**config.mk**
```make
export PLATFORM = sky130hd
export DESIGN_NAME = matmul_sequencer
export DESIGN_NICKNAME = d
export VERILOG_FILES = /design/src/rtl/matmul_pkg.sv /design/src/rtl/matmul_index_gen.sv /design/src/rtl/matmul_sequencer.sv
export SDC_FILE = /design/constraint.sdc
export NUM_CORES = 1
export LEC_CHECK = 0
export ABC_AREA = 1
export BUFFER_PORTS_ARGS = -buffer_cell sky130_fd_sc_hd__buf_4
export CAP_MARGIN = 0
export CORE_MARGIN = 8
export CORE_UTILIZATION = 55
export CTS_BUF_LIST = sky130_fd_sc_hd__clkbuf_4
export DETAILED_ROUTE_END_ITERATION = 10
export HOLD_SLACK_MARGIN = 0.02
export PLACE_DENSITY = 0.83
export SLEW_MARGIN = 20
export SYNTH_ARGS = -nofsm -noshare
export SYNTH_HDL_FRONTEND = slang
export SYNTH_SLANG_ARGS = --single-unit
export TNS_END_PERCENT = 10
```
**constraint.sdc**
```tcl
create_clock -name clk -period 1.9 [get_ports clk]
set_input_delay 0.095 -clock clk [delete_from_list [all_inputs] [get_ports clk]]
set_output_delay 0.095 -clock clk [all_outputs]
set_load 0.02 [all_outputs]
```
**src/rtl/matmul_pkg.sv**
```systemverilog
// Shared types and sizing helpers for the matrix-multiply address sequencer.
// Latency: n/a (package only).
// Backpressure: n/a (package only).
package matmul_pkg;

    typedef enum logic [2:0] {
        ST_IDLE  = 3'd0,
        ST_ISSUE = 3'd1,
        ST_DRAIN = 3'd2,
        ST_WRITE = 3'd3,
        ST_DONE  = 3'd4
    } state_t;

    localparam int DEF_MAX_M = 4;
    localparam int DEF_MAX_N = 4;
    localparam int DEF_MAX_P = 4;

    // Width of a dimension value that must be able to hold 0..max.
    function automatic int dw(input int max_val);
        return $clog2(max_val + 1);
    endfunction

    // Width of an index 0..max-1; never narrower than one bit.
    function automatic int iw(input int max_val);
        return (max_val > 1) ? $clog2(max_val) : 1;
    endfunction

endpackage

```
**src/rtl/matmul_index_gen.sv**
```systemverilog
// Nested i/j/k wrap counter: k innermost, then j, then i (row-major over C).
// Latency: indices update one cycle after a step; last flags are combinational from the counters.
// Backpressure: none; counters only move when stepped, clear wins over any step.
module matmul_index_gen
    import matmul_pkg::*;
#(
    parameter int MAX_M = DEF_MAX_M,
    parameter int MAX_N = DEF_MAX_N,
    parameter int MAX_P = DEF_MAX_P,
    localparam int DW_M = dw(MAX_M),
    localparam int DW_N = dw(MAX_N),
    localparam int DW_P = dw(MAX_P),
    localparam int IW_M = iw(MAX_M),
    localparam int IW_N = iw(MAX_N),
    localparam int IW_P = iw(MAX_P)
) (
    input  logic            clk,
    input  logic            rst_n,
    input  logic            clear,
    input  logic            step_k,
    input  logic            step_ij,
    input  logic [DW_M-1:0] lim_m,
    input  logic [DW_N-1:0] lim_n,
    input  logic [DW_P-1:0] lim_p,
    output logic [IW_M-1:0] i,
    output logic [IW_P-1:0] j,
    output logic [IW_N-1:0] k,
    output logic            last_k,
    output logic            last_ij
);

    logic last_i;
    logic last_j;

    assign last_k  = (DW_N'(k) == lim_n - DW_N'(1));
    assign last_j  = (DW_P'(j) == lim_p - DW_P'(1));
    assign last_i  = (DW_M'(i) == lim_m - DW_M'(1));
    assign last_ij = last_i && last_j;

    // Counter state: k wraps each dot product, j/i advance per C element and fully wrap after the last one.
    always_ff @(posedge clk or negedge rst_n) begin
        if (!rst_n) begin
            i <= '0;
            j <= '0;
            k <= '0;
        end else if (clear) begin
            i <= '0;
            j <= '0;
            k <= '0;
        end else begin
            if (step_k) begin
                k <= last_k ? '0 : k + IW_N'(1);
            end
            if (step_ij) begin
                if (last_j) begin
                    j <= '0;
                    i <= last_i ? '0 : i + IW_M'(1);
                end else begin
                    j <= j + IW_P'(1);
                end
            end
        end
    end

endmodule

```
**src/rtl/matmul_sequencer.sv**
```systemverilog
// Sequences A/B reads, MAC control and C writes for C = A x B, row-major, n+2 cycles per C element.
// Latency: ISSUE one cycle after start; mac strobes trail reads by one cycle; done m*p*(n+2)+1 after start.
// Backpressure: none; abort cancels a run at any point, start is only honoured in IDLE.
module matmul_sequencer
    import matmul_pkg::*;
#(
    parameter int MAX_M = DEF_MAX_M,
    parameter int MAX_N = DEF_MAX_N,
    parameter int MAX_P = DEF_MAX_P,
    localparam int DW_M = dw(MAX_M),
    localparam int DW_N = dw(MAX_N),
    localparam int DW_P = dw(MAX_P),
    localparam int IW_M = iw(MAX_M),
    localparam int IW_N = iw(MAX_N),
    localparam int IW_P = iw(MAX_P)
) (
    input  logic            clk,
    input  logic            rst_n,
    input  logic            start,
    input  logic            abort,
    input  logic [DW_M-1:0] dim_m,
    input  logic [DW_N-1:0] dim_n,
    input  logic [DW_P-1:0] dim_p,
    output logic            a_rd,
    output logic [IW_M-1:0] a_row,
    output logic [IW_N-1:0] a_col,
    output logic            b_rd,
    output logic [IW_N-1:0] b_row,
    output logic [IW_P-1:0] b_col,
    output logic            mac_en,
    output logic            mac_load,
    output logic            c_wr,
    output logic [IW_M-1:0] c_row,
    output logic [IW_P-1:0] c_col,
    output logic            busy,
    output logic            done,
    output logic            err
);

    state_t          state_q;
    state_t          state_d;
    logic [DW_M-1:0] m_q;
    logic [DW_N-1:0] n_q;
    logic [DW_P-1:0] p_q;
    logic            dims_ok;
    logic            accept;
    logic            reject;
    logic            clear;
    logic            step_k;
    logic            step_ij;
    logic            last_k;
    logic            last_ij;
    logic [IW_M-1:0] i;
    logic [IW_P-1:0] j;
    logic [IW_N-1:0] k;

    assign dims_ok = (dim_m != '0) && (dim_m <= DW_M'(MAX_M)) &&
                     (dim_n != '0) && (dim_n <= DW_N'(MAX_N)) &&
                     (dim_p != '0) && (dim_p <= DW_P'(MAX_P));
    // Abort alongside start in IDLE suppresses both the run and the error pulse.
    assign accept  = (state_q == ST_IDLE) && start && !abort && dims_ok;
    assign reject  = (state_q == ST_IDLE) && start && !abort && !dims_ok;
    assign clear   = accept || ((state_q != ST_IDLE) && abort);
    assign step_k  = (state_q == ST_ISSUE) && !abort;
    assign step_ij = (state_q == ST_WRITE) && !abort;

    matmul_index_gen #(
        .MAX_M (MAX_M),
        .MAX_N (MAX_N),
        .MAX_P (MAX_P)
    ) u_index_gen (
        .clk     (clk),
        .rst_n   (rst_n),
        .clear   (clear),
        .step_k  (step_k),
        .step_ij (step_ij),
        .lim_m   (m_q),
        .lim_n   (n_q),
        .lim_p   (p_q),
        .i       (i),
        .j       (j),
        .k       (k),
        .last_k  (last_k),
        .last_ij (last_ij)
    );

    // State register.
    always_ff @(posedge clk or negedge rst_n) begin
        if (!rst_n) begin
            state_q <= ST_IDLE;
        end else begin
            state_q <= state_d;
        end
    end

    // Next-state: ISSUE runs n cycles, one DRAIN for the read latency, one WRITE, abort wins everywhere.
    always_comb begin
        state_d = state_q;
        case (state_q)
            ST_IDLE:  if (accept) state_d = ST_ISSUE;
            ST_ISSUE: if (abort) state_d = ST_IDLE;
                      else if (last_k) state_d = ST_DRAIN;
            ST_DRAIN: state_d = abort ? ST_IDLE : ST_WRITE;
            ST_WRITE: if (abort) state_d = ST_IDLE;
                      else state_d = last_ij ? ST_DONE : ST_ISSUE;
            ST_DONE:  state_d = ST_IDLE;
            default:  state_d = ST_IDLE;
        endcase
    end

    // Dimension latch, MAC strobes delayed one cycle behind the reads, and the error pulse.
    always_ff @(posedge clk or negedge rst_n) begin
        if (!rst_n) begin
            m_q      <= '0;
            n_q      <= '0;
            p_q      <= '0;
            mac_en   <= 1'b0;
            mac_load <= 1'b0;
            err      <= 1'b0;
        end else begin
            if (accept) begin
                m_q <= dim_m;
                n_q <= dim_n;
                p_q <= dim_p;
            end
            mac_en   <= step_k;
            mac_load <= step_k && (k == '0);
            err      <= reject;
        end
    end

    assign busy  = (state_q != ST_IDLE);
    assign done  = (state_q == ST_DONE);
    assign a_rd  = (state_q == ST_ISSUE);
    assign b_rd  = (state_q == ST_ISSUE);
    assign c_wr  = (state_q == ST_WRITE);
    assign a_row = a_rd ? i : '0;
    assign a_col = a_rd ? k : '0;
    assign b_row = b_rd ? k : '0;
    assign b_col = b_rd ? j : '0;
    assign c_row = c_wr ? i : '0;
    assign c_col = c_wr ? j : '0;

endmodule

```
==> results of run 1 <==
## cells in the mapped netlist (2+ instances only)
cell type  number
xor2_1          6
buf_6           2
nand4_1         3
xnor2_1         4
inv_2           6
a21oi_2         2
buf_4           3
dfrtp_1        21
nand2_1        39
inv_1          26
nand2_2         3
nor2_8          2
o21ai_2         7
nor2_2          3
o21ai_0         2
nor2_1         25
nand3_1         5
ha_1            4
nor3_4          2
## worst min-delay path, delay by kind of cell
family / cells / cell delay (ps)
buffers and inverters: 1 / 90
AOI/OAI and AO/OA: 1 / 80
and+or+nand+nor: 1 / 40
## final cells by class
type,instances,area (sq um)
Inverter,33,126
Clock inverter,1,5.00
Tap cell,30,37.5
Multi-Input combinational cell,117,719
Timing Repair Buffer,35,268
Sequential cell,21,526
Clock buffer,3,22.5
Fill cell,208,751
## stage by stage
stage	hold WS (ps)	worst slack [ps]	area, sq um	std cells
after floorplan	-201	303	1420	176
after detailed placement	-8.77	370	1660	234
final	34.5	263	1700	240
after global routing	32.7	180	1700	240
after CTS	30.7	260	1700	240
after global placement	-10.4	423	1660	234
## registers in the layout, indices dropped and copies added, names as in the netlist, 2 cells and up
name	cells
n_q	3
u_index_gen.k	2
m_q	3
state_q	3
u_index_gen.i	2
p_q	3
u_index_gen.j	2
## cells by family (layout without fill, tap and decap cells)
kind of cell,after synthesis,after routing
AND/OR/NAND/NOR,89,89
buffers and inverters,38,72
flip-flops,21,21
AO/OA/AOI/OAI,14,14
XOR/XNOR,10,10
adder cells (fa/ha/maj),4,4
## placed cells by master, fill, tap and decap left out
master         Yosys  routed
dlygate4sd3_1      0       2
clkinv_2           0       1
nor2_8             2       2
nand4_1            3       3
a21oi_1            1       1
o211ai_1           1       1
a21oi_2            2       2
ha_1               4       4
nor3_1             1       1
nand2_1           39      39
nand2_2            3       3
nand3_1            5       5
xor2_1             6       6
nor2_1            25      25
dfrtp_1           21      21
nor3_4             2       2
inv_4              1       1
nor4_1             1       1
o21ai_2            7       7
o21ai_0            2       2
nor3_2             1       1
inv_2              6       6
nor2_2             3       3
nand3_4            1       1
clkbuf_4           0       3
nor2_4             1       1
nand3_2            1       1
inv_1             26      26
o21ai_1            1       1
buf_4              3      33
xnor2_1            4       4
nand4_4            1       1
## power by group through the flow
stage / clock [W] / sequential, W / combinational [W]
2_1_floorplan: 0 / 0.000746 / 0.00104
3_3_place_gp: 0 / 0.000746 / 0.00129
3_5_place_dp: 0 / 0.000760 / 0.00136
4_1_cts: 0.000224 / 0.000750 / 0.00138
5_1_grt: 0.000239 / 0.000774 / 0.00151
6_report: 0.000221 / 0.000747 / 0.00135
## per-layer routing
layer	vias up	global-route usage	part of all wire
met5	-	0	0
met4	0	0.0560	0.012
met3	4	0.0336	0.075
met2	42	0.257	0.51
met1	560	0.156	0.40
li1	605	-	-
## path summary, 6_finish.rpt
kind	endpoint	slack (ps)	cells past startpoint
setup / recovery	a_col[1]	260	4
hold / removal	n_q[1]$_DFFE_PN0P_	30	3
setup reg to reg	state_q[1]$_DFFE_PN0P_	340	8
hold reg to reg	m_q[1]$_DFFE_PN0P_	510	2
max in group asynchronous	state_q[1]$_DFFE_PN0P_	1500	2
min in group asynchronous	state_q[2]$_DFFE_PN0P_	180	2
==> impl_metrics.csv, run 1 <==
group,metric,value,unit
timing,fmaxAchievable,0.611,GHz
worst_setup_path,crit_chain,"nor3_4, inv_2, nor2_1, buf_4",
worst_setup_path,crit_buf_inv,2,
pwr,p_int,0.00124,W
drt,postRouteAntennaNets,0,
synthesis,synth_warnings,0,
worst_setup_path,cp_top_family,"flip-flops",
global_routing,grt_max_degree,22,
worst_setup_path,critPathMaxStageDelay,490,ps
clocking,hold_buffers,2,
drt,avgRoutedWirePerCell,12.1,um
floorplan,rows,18,
timing,period_share,0.862,
worst_setup_path,required,1800,ps
drt,viasPerCell,5.05,
worst_hold_path,min_from,"dim_n[1]",
synthesis,synth_xor_area_frac,0.0618,
worst_setup_path,start_kind,"flop",
synthesis,synth-edff-count,0,
synthesis,postSynthAreaPerCell,8.05,sq um
run_status,status,"complete, no violations",
cells_and_area,drive_above_1_share,0.324,
synthesis,synthAdderAreaFrac,0.0353,
clocking,cts_buffer_depth,2,
clocking,root_buffer,"clkbuf_4",
worst_setup_path,setup.worst_path.start,"state_q[2]$_DFFE_PN0P_",
placement,numPortBuffers,32,
pwr,peakVddDrop,0.000959,V
pwr,p_sw,0.00108,W
cells_and_area,utilization,0.694,
worst_setup_path,r2r_start,"n_q[0]$_DFFE_PN0P_",
synthesis,synth_area,1420,sq um
synthesis,synthFlopType,"dfrtp_1",
worst_setup_path,critical_path.endpoint_type,"primary output",
floorplan,boundaryPins,33,
floorplan,die_area,4450,sq um
global_routing,grt.total_usage,0.143,
drt,vias,1211,
clocking,cts_tree,"yes",
worst_setup_path,worst_ep_arrival_time,1540,ps
synthesis,synthArstFlopShare,1.00,
timing,slew_headroom,0.743,
pwr,p_per_area,1360,nW/um^2
timing,fin_skew,10.3,ps
pwr,p_clk_frac,0.095,
clocking,insertion_delay,310,ps
synthesis,synth_top_family_by_area,"simple AND/OR/NAND/NOR gates",
pwr,seqPwrFrac,0.322,
synthesis,synth_mux_area_frac,0,
global_routing,grt_pass1_vias,1232,
worst_setup_path,cp_slowest_cell,"dfrtp_1",
global_routing,grt.overflow.total,0,
pwr,p_leak,0.928,nW
drt,drt_iter0_drc,25,
global_routing,grt_pass1_wl,5.10,mm
worst_setup_path,path_max_fanout,7,
timing,finalMaxSlewViolations,0,
clocking,cts_resized,0,
floorplan,dieHeight,66.7,um
clocking,cts_sinks,21,
cells_and_area,diodes,0,
clocking,cts_setup_buffers,0,
floorplan,core,2450,sq um
cells_and_area,nets,228,
synthesis,yosys.area.top_type,"dfrtp_1",
synthesis,synthCells,176,
timing,hold_viol_final,0,
timing,finalSetupViolCount,0,
timing,fin_crit,1640,ps
drt,post-route-drc-count,0,
timing,max_slew.worst_pin.slew,382,ps
drt,drt_pre_antenna_iters,4,
timing,tns,0,ps
synthesis,ys_seq_area_frac,0.371,
floorplan,initial_core_util,0.577,
synthesis,synth_compound_area_frac,0.0751,
synthesis,synth_top_cell_area_share,0.371,
pwr,comb_power_share,0.583,
global_routing,antenna_found_initial,0,
placement,dp_hpwl,2.39,mm
synthesis,yosysUniqueCellTypes,30,
placement,place.gp.congestion,0.854,
worst_setup_path,path_class,"flop to primary output",
pwr,total_power,0.00232,W
drt,routed_wl,2.90,mm
clocking,clk_pin_slew,130,ps
clocking,h-tree-depth,1,
pwr,p_sw_frac,0.465,
floorplan,die_w,66.7,um
worst_hold_path,hold_class,"input pin to flop",
cells_and_area,syn2layout_area_growth,20.3,%
synthesis,synth-simple-area-share,0.336,
flow_run,drv_cap,0,
clocking,cts_buffers,3,
synthesis,syn_nets,193,
synthesis,ys_ff_latch,21,
synthesis,ys_top_cells_by_area,"dfrtp_1 37%, nand2_1 10%, inv_1 6.9%",
timing,rsz0062_at_grt,"false",
No activity file was read; power rests on OpenSTA's default activity.
==> run 2, diff against run 1 <==
==> constraint.sdc (replaced) <==
create_clock -name clk -period 2 [get_ports clk]
set_input_delay 0.1 -clock clk [delete_from_list [all_inputs] [get_ports clk]]
set_output_delay 0.1 -clock clk [all_outputs]
set_load 0.02 [all_outputs]
==> run 2 against run 1 <==
  * Global-route usage up 0.10 points
  * Register-to-register slack better by 110 ps
  * Combinational power down 5%
  * Hold slack worse by 3.9 ps
  * Clock-buffer cell count unchanged
  * Final cell count unchanged
  * Utilization unchanged
  * Final area unchanged
  * Setup slack better by 99 ps
  * Flip-flop and latch count unchanged
  * Largest power group unchanged
  * Highest routed layer unchanged
==> impl_metrics.csv, run 2 (synthesized netlist as in run 1, its figures left out) <==
group,metric,value,unit
placement,dp_hpwl,2.39,mm
pwr,p_clk_frac,0.097,
timing,finalMaxSlewViolations,0,
pwr,p_sw,0.00102,W
global_routing,grt.total_usage,0.144,
cells_and_area,drive_above_1_share,0.324,
timing,fmaxAchievable,0.610,GHz
cells_and_area,stdcell_area,1700,sq um
clocking,cts_resized,0,
timing,max_slew.worst_pin.slew,378,ps
floorplan,rows,18,
worst_hold_path,min_from,"dim_n[1]",
drt,viasPerCell,4.95,
floorplan,dieHeight,66.7,um
global_routing,grt.overflow.total,0,
timing,hold_viol_final,0,
worst_hold_path,whs_path_depth,3,
global_routing,grt_pass1_wl,5.06,mm
clocking,cts_sinks,21,
timing,fin_skew,4.52,ps
drt,post-route-drc-count,0,
floorplan,die_w,66.7,um
cells_and_area,layout.area.seq,526,sq um
global_routing,antenna_found_initial,0,
worst_setup_path,regToRegSetupSlack,450,ps
worst_hold_path,hold_class,"input pin to flop",
floorplan,boundaryPins,33,
clocking,cts_buffer_depth,2,
worst_setup_path,critical_path.endpoint_type,"primary output",
worst_setup_path,ff2ff_path_depth,8,
clocking,cts_tree,"yes",
cells_and_area,multi_input_area,719,sq um
floorplan,core,2450,sq um
pwr,p_per_area,1290,nW/um^2
worst_hold_path,min_to,"n_q[1]$_DFFE_PN0P_",
pwr,p_sw_frac,0.464,
global_routing,grt_pass1_vias,1206,
cells_and_area,layout_commonest_cell,"nand2_1",
run_status,status,"complete, no violations",
worst_setup_path,path_class,"flop to primary output",
timing,fin_crit,1640,ps
worst_setup_path,r2r_start,"n_q[0]$_DFFE_PN0P_",
drt,postRouteAntennaNets,0,
clocking,h-tree-depth,1,
drt,routed_wl,2.86,mm
cells_and_area,nFillCells,216,
pwr,peakVddDrop,0.000815,V
drt,vias,1187,
pwr,seqPwrFrac,0.322,
worst_setup_path,start_kind,"flop",
pwr,p_int,0.00118,W
drt,avgRoutedWirePerCell,11.9,um
timing,tns,0,ps
drt,drt_pre_antenna_iters,5,
timing,period_share,0.819,
clocking,insertion_delay,310,ps
worst_setup_path,worst_ep_arrival_time,1540,ps
cells_and_area,nets,228,
placement,placedInstanceArea,1660,sq um
floorplan,die_area,4450,sq um
worst_setup_path,path_max_fanout,7,
clocking,clk_pin_slew,120,ps
timing,finalSetupViolCount,0,
worst_setup_path,required,1900,ps
floorplan,initial_core_util,0.577,
flow_run,drv_cap,0,
timing,slew_headroom,0.745,
pwr,p_leak,0.928,nW
clocking,root_buffer,"clkbuf_4",
timing,rsz0062_at_grt,"false",
cells_and_area,final_cell_mix,"39 x nand2_1, 33 x buf_4, 26 x inv_1, 25 x nor2_1, 21 x dfrtp_1",
worst_setup_path,r2r-end,"state_q[1]$_DFFE_PN0P_",
drt,drt_iter0_drc,28,
cells_and_area,diodes,0,
global_routing,grt_max_degree,22,
placement,place.gp.congestion,0.854,
cells_and_area,syn2layout_area_growth,20.3,%
placement,numPortBuffers,32,
clocking,cts_buffers,3,
pwr,comb_power_share,0.581,
run 2: cell counts in the layout (fill, tap and decap cells not counted):
No cell type changed its count.
run 2: repair_timing:
| action | in CTS | in global routing |
|---|---|---|
| setup buffers | 0 | 0 |
| hold buffers | 2 | 0 |
| endpoints found under the hold margin | 22 | 0 |
run 2: cell type report:
class / count / area share
multi-input combinational: 117 / 0.422
sequential: 21 / 0.308
timing repair buffer: 35 / 0.157
inverter: 33 / 0.0742
tap: 30 / 0.0220
clock buffer: 3 / 0.0132
clock inverter: 1 / 0.00294
run 2: worst max path at each step:
stage,from,end,depth (start not counted)
final,state_q[2]$_DFFE_PN0P_,a_col[1],4
after global routing,state_q[2]$_DFFE_PN0P_,b_row[0],4
after CTS,state_q[2]$_DFFE_PN0P_,a_col[1],4
after detailed placement,n_q[0]$_DFFE_PN0P_,state_q[1]$_DFFE_PN0P_,8
after global placement,n_q[0]$_DFFE_PN0P_,state_q[1]$_DFFE_PN0P_,8
after floorplan,state_q[2]$_DFFE_PN0P_,b_row[1],4
run 2: power groups by stage:
stage	sequential, W	combinational (W)	clock (W)
finish	0.000710	0.00128	0.000214
global route	0.000735	0.00142	0.000232
CTS	0.000711	0.00130	0.000218
detailed placement	0.000721	0.00129	0
global placement	0.000709	0.00122	0
floorplan	0.000708	0.000988	0
run 2: worst max-delay path, stage by stage (launching register included):
cell	delay (ps)
dfrtp_1	490
nor3_4	250
inv_2	130
nor2_1	170
buf_4	180
run 2: per-layer routing:
metal  vias up  track usage  share of wire
li1        610            -              -
met1       533        0.157           0.41
met2        37        0.249           0.50
met3         7       0.0336          0.077
met4         0       0.0800          0.019
met5         -            0              0
run 2: stage by stage:
| stage | util | std cells | worst slack, ps | hold slack [ps] | total power [W] |
|---|---|---|---|---|---|
| after floorplan | - | 176 | 398 | -196 | 0.00170 |
| after global placement | 0.675 | 234 | 523 | -5.37 | 0.00193 |
| after detailed placement | 0.675 | 234 | 470 | -3.77 | 0.00201 |
| after CTS | 0.694 | 240 | 350 | 25.9 | 0.00223 |
| after global routing | 0.694 | 240 | 271 | 29.8 | 0.00239 |
| final | 0.694 | 240 | 362 | 30.6 | 0.00220 |
==> run 3, diff against run 2 <==
--- a/config.mk
+++ b/config.mk
@@ -5,15 +5,15 @@
 export SDC_FILE = /design/constraint.sdc
 export NUM_CORES = 1
 export LEC_CHECK = 0
-export ABC_AREA = 1
+export ABC_AREA = 0
 export BUFFER_PORTS_ARGS = -buffer_cell sky130_fd_sc_hd__buf_4
 export CAP_MARGIN = 0
 export CORE_MARGIN = 8
-export CORE_UTILIZATION = 55
+export CORE_UTILIZATION = 49
 export CTS_BUF_LIST = sky130_fd_sc_hd__clkbuf_4
 export DETAILED_ROUTE_END_ITERATION = 10
 export HOLD_SLACK_MARGIN = 0.02
-export PLACE_DENSITY = 0.83
+export PLACE_DENSITY = 0.8
 export SLEW_MARGIN = 20
 export SYNTH_ARGS = -nofsm -noshare
 export SYNTH_HDL_FRONTEND = slang
==> constraint.sdc (replaced) <==
create_clock -name clk -period 1.35 [get_ports clk]
set_input_delay 0.0675 -clock clk [delete_from_list [all_inputs] [get_ports clk]]
set_output_delay 0.0675 -clock clk [all_outputs]
set_load 0.02 [all_outputs]
==> run 3 against run 2 <==
  * The run now ends with setup timing left
  * Non-clock buffer count increased by 35
  * Clock-buffer cell count unchanged
  * First-iteration DRC count increased by 130%
  * Die area increased by 1.9%
  * Routed wire length increased by 35%
==> impl_metrics.csv, run 3 <==
group,metric,value,unit
synthesis,ys_ff_latch,21,
drt,wl_met3,225,um
drt,viasPerCell,5.49,
cells_and_area,syn2layout_area_growth,59.7,%
synthesis,synthFlopType,"dfrtp_1",
synthesis,yosys.cell_count.top_type,"dfrtp_1",
worst_setup_path,path_class,"flop to flop",
synthesis,synth_top_cell_area_share,0.407,
cells_and_area,final_cell_mix,"56 x buf_4, 20 x dfrtp_1, 11 x and2_1, 11 x dlygate4sd3_1, 8 x inv_1",
timing,fin_skew,4.59,ps
worst_hold_path,hold_class,"input pin to flop",
synthesis,ys_top_cells_by_area,"dfrtp_1 41%, and2_1 5.3%, mux2_1 5.2%",
worst_setup_path,setup.worst_path.start,"p_q[0]$_DFFE_PN0P_",
timing,rsz0062_at_grt,"true",
timing,period_share,1.28,
synthesis,synthCells,120,
timing,fmaxAchievable,0.581,GHz
worst_setup_path,worst_ep_arrival_time,1910,ps
global_routing,antenna_found_initial,0,
worst_setup_path,r2r_start,"p_q[0]$_DFFE_PN0P_",
timing,hold_viol_final,0,
synthesis,syn_nets,137,
timing,fin_hold_ws,150,ps
clocking,clk_pin_slew,140,ps
synthesis,postSynthAreaPerCell,10.8,sq um
worst_setup_path,start_kind,"flop",
synthesis,ys_seq_area_frac,0.407,
floorplan,initial_core_util,0.517,
placement,placedInstanceArea,1750,sq um
cells_and_area,drive_above_1_share,0.553,
pwr,seqPwrFrac,0.319,
synthesis,synthArstFlopShare,1.00,
placement,numPortBuffers,32,
timing,worst_slack,-372,ps
floorplan,die_w,67.4,um
floorplan,boundaryPins,33,
clocking,root_buffer,"clkbuf_4",
worst_hold_path,min_from,"dim_n[2]",
global_routing,grt.total_usage,0.168,
worst_setup_path,r2r-end,"state_q[0]$_DFFE_PN0P_",
floorplan,die_area,4540,sq um
timing,finalSetupViolCount,36,
drt,drt_pre_antenna_iters,4,
global_routing,grt.overflow.total,0,
floorplan,rows,18,
timing,max_slew.worst_pin.slew,357,ps
cells_and_area,stdcell_area,2060,sq um
drt,dr.max_layer_used,"met4",
synthesis,yosysUniqueCellTypes,39,
drt,routed_wl,3.85,mm
worst_hold_path,min_to,"err$_DFF_PN0_",
worst_setup_path,path_max_fanout,3,
cells_and_area,multi_input_area,871,sq um
cells_and_area,nets,206,
drt,avgRoutedWirePerCell,17.7,um
run_status,violations,"setup timing",
synthesis,yosys.area.top_type,"dfrtp_1",
pwr,p_per_area,1410,nW/um^2
synthesis,synth_area,1290,sq um
pwr,comb_power_share,0.566,
clocking,cts_buffers,3,
drt,wl_met2,1.98,mm
global_routing,grt_max_degree,22,
pwr,p_clk_frac,0.115,
pwr,p_int,0.00175,W
worst_setup_path,critical_path.endpoint_type,"flop",
worst_setup_path,ff2ff_path_depth,6,
timing,finalMaxSlewViolations,0,
global_routing,grt_pass1_vias,1289,
clocking,cts_sinks,21,
cells_and_area,diodes,0,
cells_and_area,nFillCells,135,
flow_run,drv_cap,0,
drt,drt-met1-wl,1.51,mm
placement,place.gp.congestion,0.823,
drt,postRouteAntennaNets,0,
cells_and_area,layout_commonest_cell,"buf_4",
run_status,status,"complete, but fails checks",
timing,slew_headroom,0.760,
clocking,cts_buffer_depth,2,
placement,dp_hpwl,2.52,mm
drt,vias,1197,
worst_hold_path,whs_path_depth,3,
clocking,h-tree-depth,1,
floorplan,core,2500,sq um
pwr,p_sw,0.00116,W
cells_and_area,layout.area.seq,527,sq um
floorplan,dieHeight,67.4,um
timing,fin_crit,1720,ps
clocking,insertion_delay,320,ps
pwr,total_power,0.00291,W
global_routing,grt_pass1_wl,5.91,mm
synthesis,synthTopCellsByCount,"21 x dfrtp_1, 11 x and2_1, 10 x inv_1",
pwr,peakVddDrop,0.00108,V
pwr,p_leak,0.951,nW
clocking,cts_tree,"yes",
pwr,p_sw_frac,0.399,
drt,drt_iter0_drc,64,
worst_setup_path,required,1540,ps
synthesis,synth_warnings,0,
synthesis,synth-edff-count,0,
worst_setup_path,regToRegSetupSlack,-370,ps
drt,post-route-drc-count,0,
run 3: final cells by class:
class	instances	area share
Clock buffer	3	0.0109
Clock inverter	1	0.00242
Inverter	10	0.0182
Tap cell	30	0.0182
Multi-Input combinational cell	83	0.422
Timing Repair Buffer	70	0.273
Sequential cell	21	0.255
run 3: timing repair:
| action | 4_1_cts | 5_1_grt |
|---|---|---|
| gates resized for setup | 15 | 13 |
| cloned | 0 | 0 |
| endpoints found under the setup margin | 35 | 36 |
| pin swaps | 12 | 2 |
| hold buffers | 11 | 0 |
| setup buffers | 1 | 5 |
| endpoints found under the hold margin | 31 | 0 |
run 3: logic make-up (layout without fill, tap and decap cells):
logic type | Yosys count | in the layout | synth area share
compound gates | 13 | 13 | 0.0804
flops | 21 | 21 | 0.407
buf+inv | 16 | 84 | 0.0629
fa+ha+maj | 4 | 4 | 0.0387
mux | 10 | 10 | 0.0862
simple gates | 44 | 44 | 0.238
xor+xnor | 12 | 12 | 0.0871
run 3: power groups by stage:
stage / Sequential (W) / Combinational (W) / Clock (W)
after global placement: 0.000904 / 0.00117 / 0
after CTS: 0.000909 / 0.00135 / 0.000322
final: 0.000927 / 0.00165 / 0.000334
after detailed placement: 0.000920 / 0.00123 / 0
after global routing: 0.000939 / 0.00177 / 0.000363
after floorplan: 0.000912 / 0.000837 / 0
run 3: critical path: stages, from the launching register on:
cell and delay (ps):
dfrtp_1 400, inv_2 60, ha_4 280, xor2_4 200, nand3_2 140, o311ai_2 350, nand3_1 160
run 3: how the worst max path moves through the flow:
stage | slack [ps] | to
finish | -370 | state_q[0]$_DFFE_PN0P_
global route | -430 | state_q[0]$_DFFE_PN0P_
CTS | -310 | c_col[1]
detailed placement | -320 | state_q[0]$_DFFE_PN0P_
global placement | -200 | state_q[0]$_DFFE_PN0P_
floorplan | -240 | u_index_gen.k[1]$_DFFE_PN0P_
run 3: per-stage QoR:
step                      std cells  setup TNS, ps  utilization  worst slack, ps
after floorplan                 120          -3260            -             -244
after global placement          197          -2250        0.700             -203
after detailed placement        197          -3310        0.700             -318
after CTS                       213          -7210        0.782             -314
after global routing            218         -10050        0.826             -431
final                           218          -8400        0.826             -372
run 3: per-layer routing:
metal,vias to the layer above,global-route usage
met5,-,0
met3,14,0.0281
li1,548,-
met2,50,0.300
met1,585,0.182
met4,0,0.102
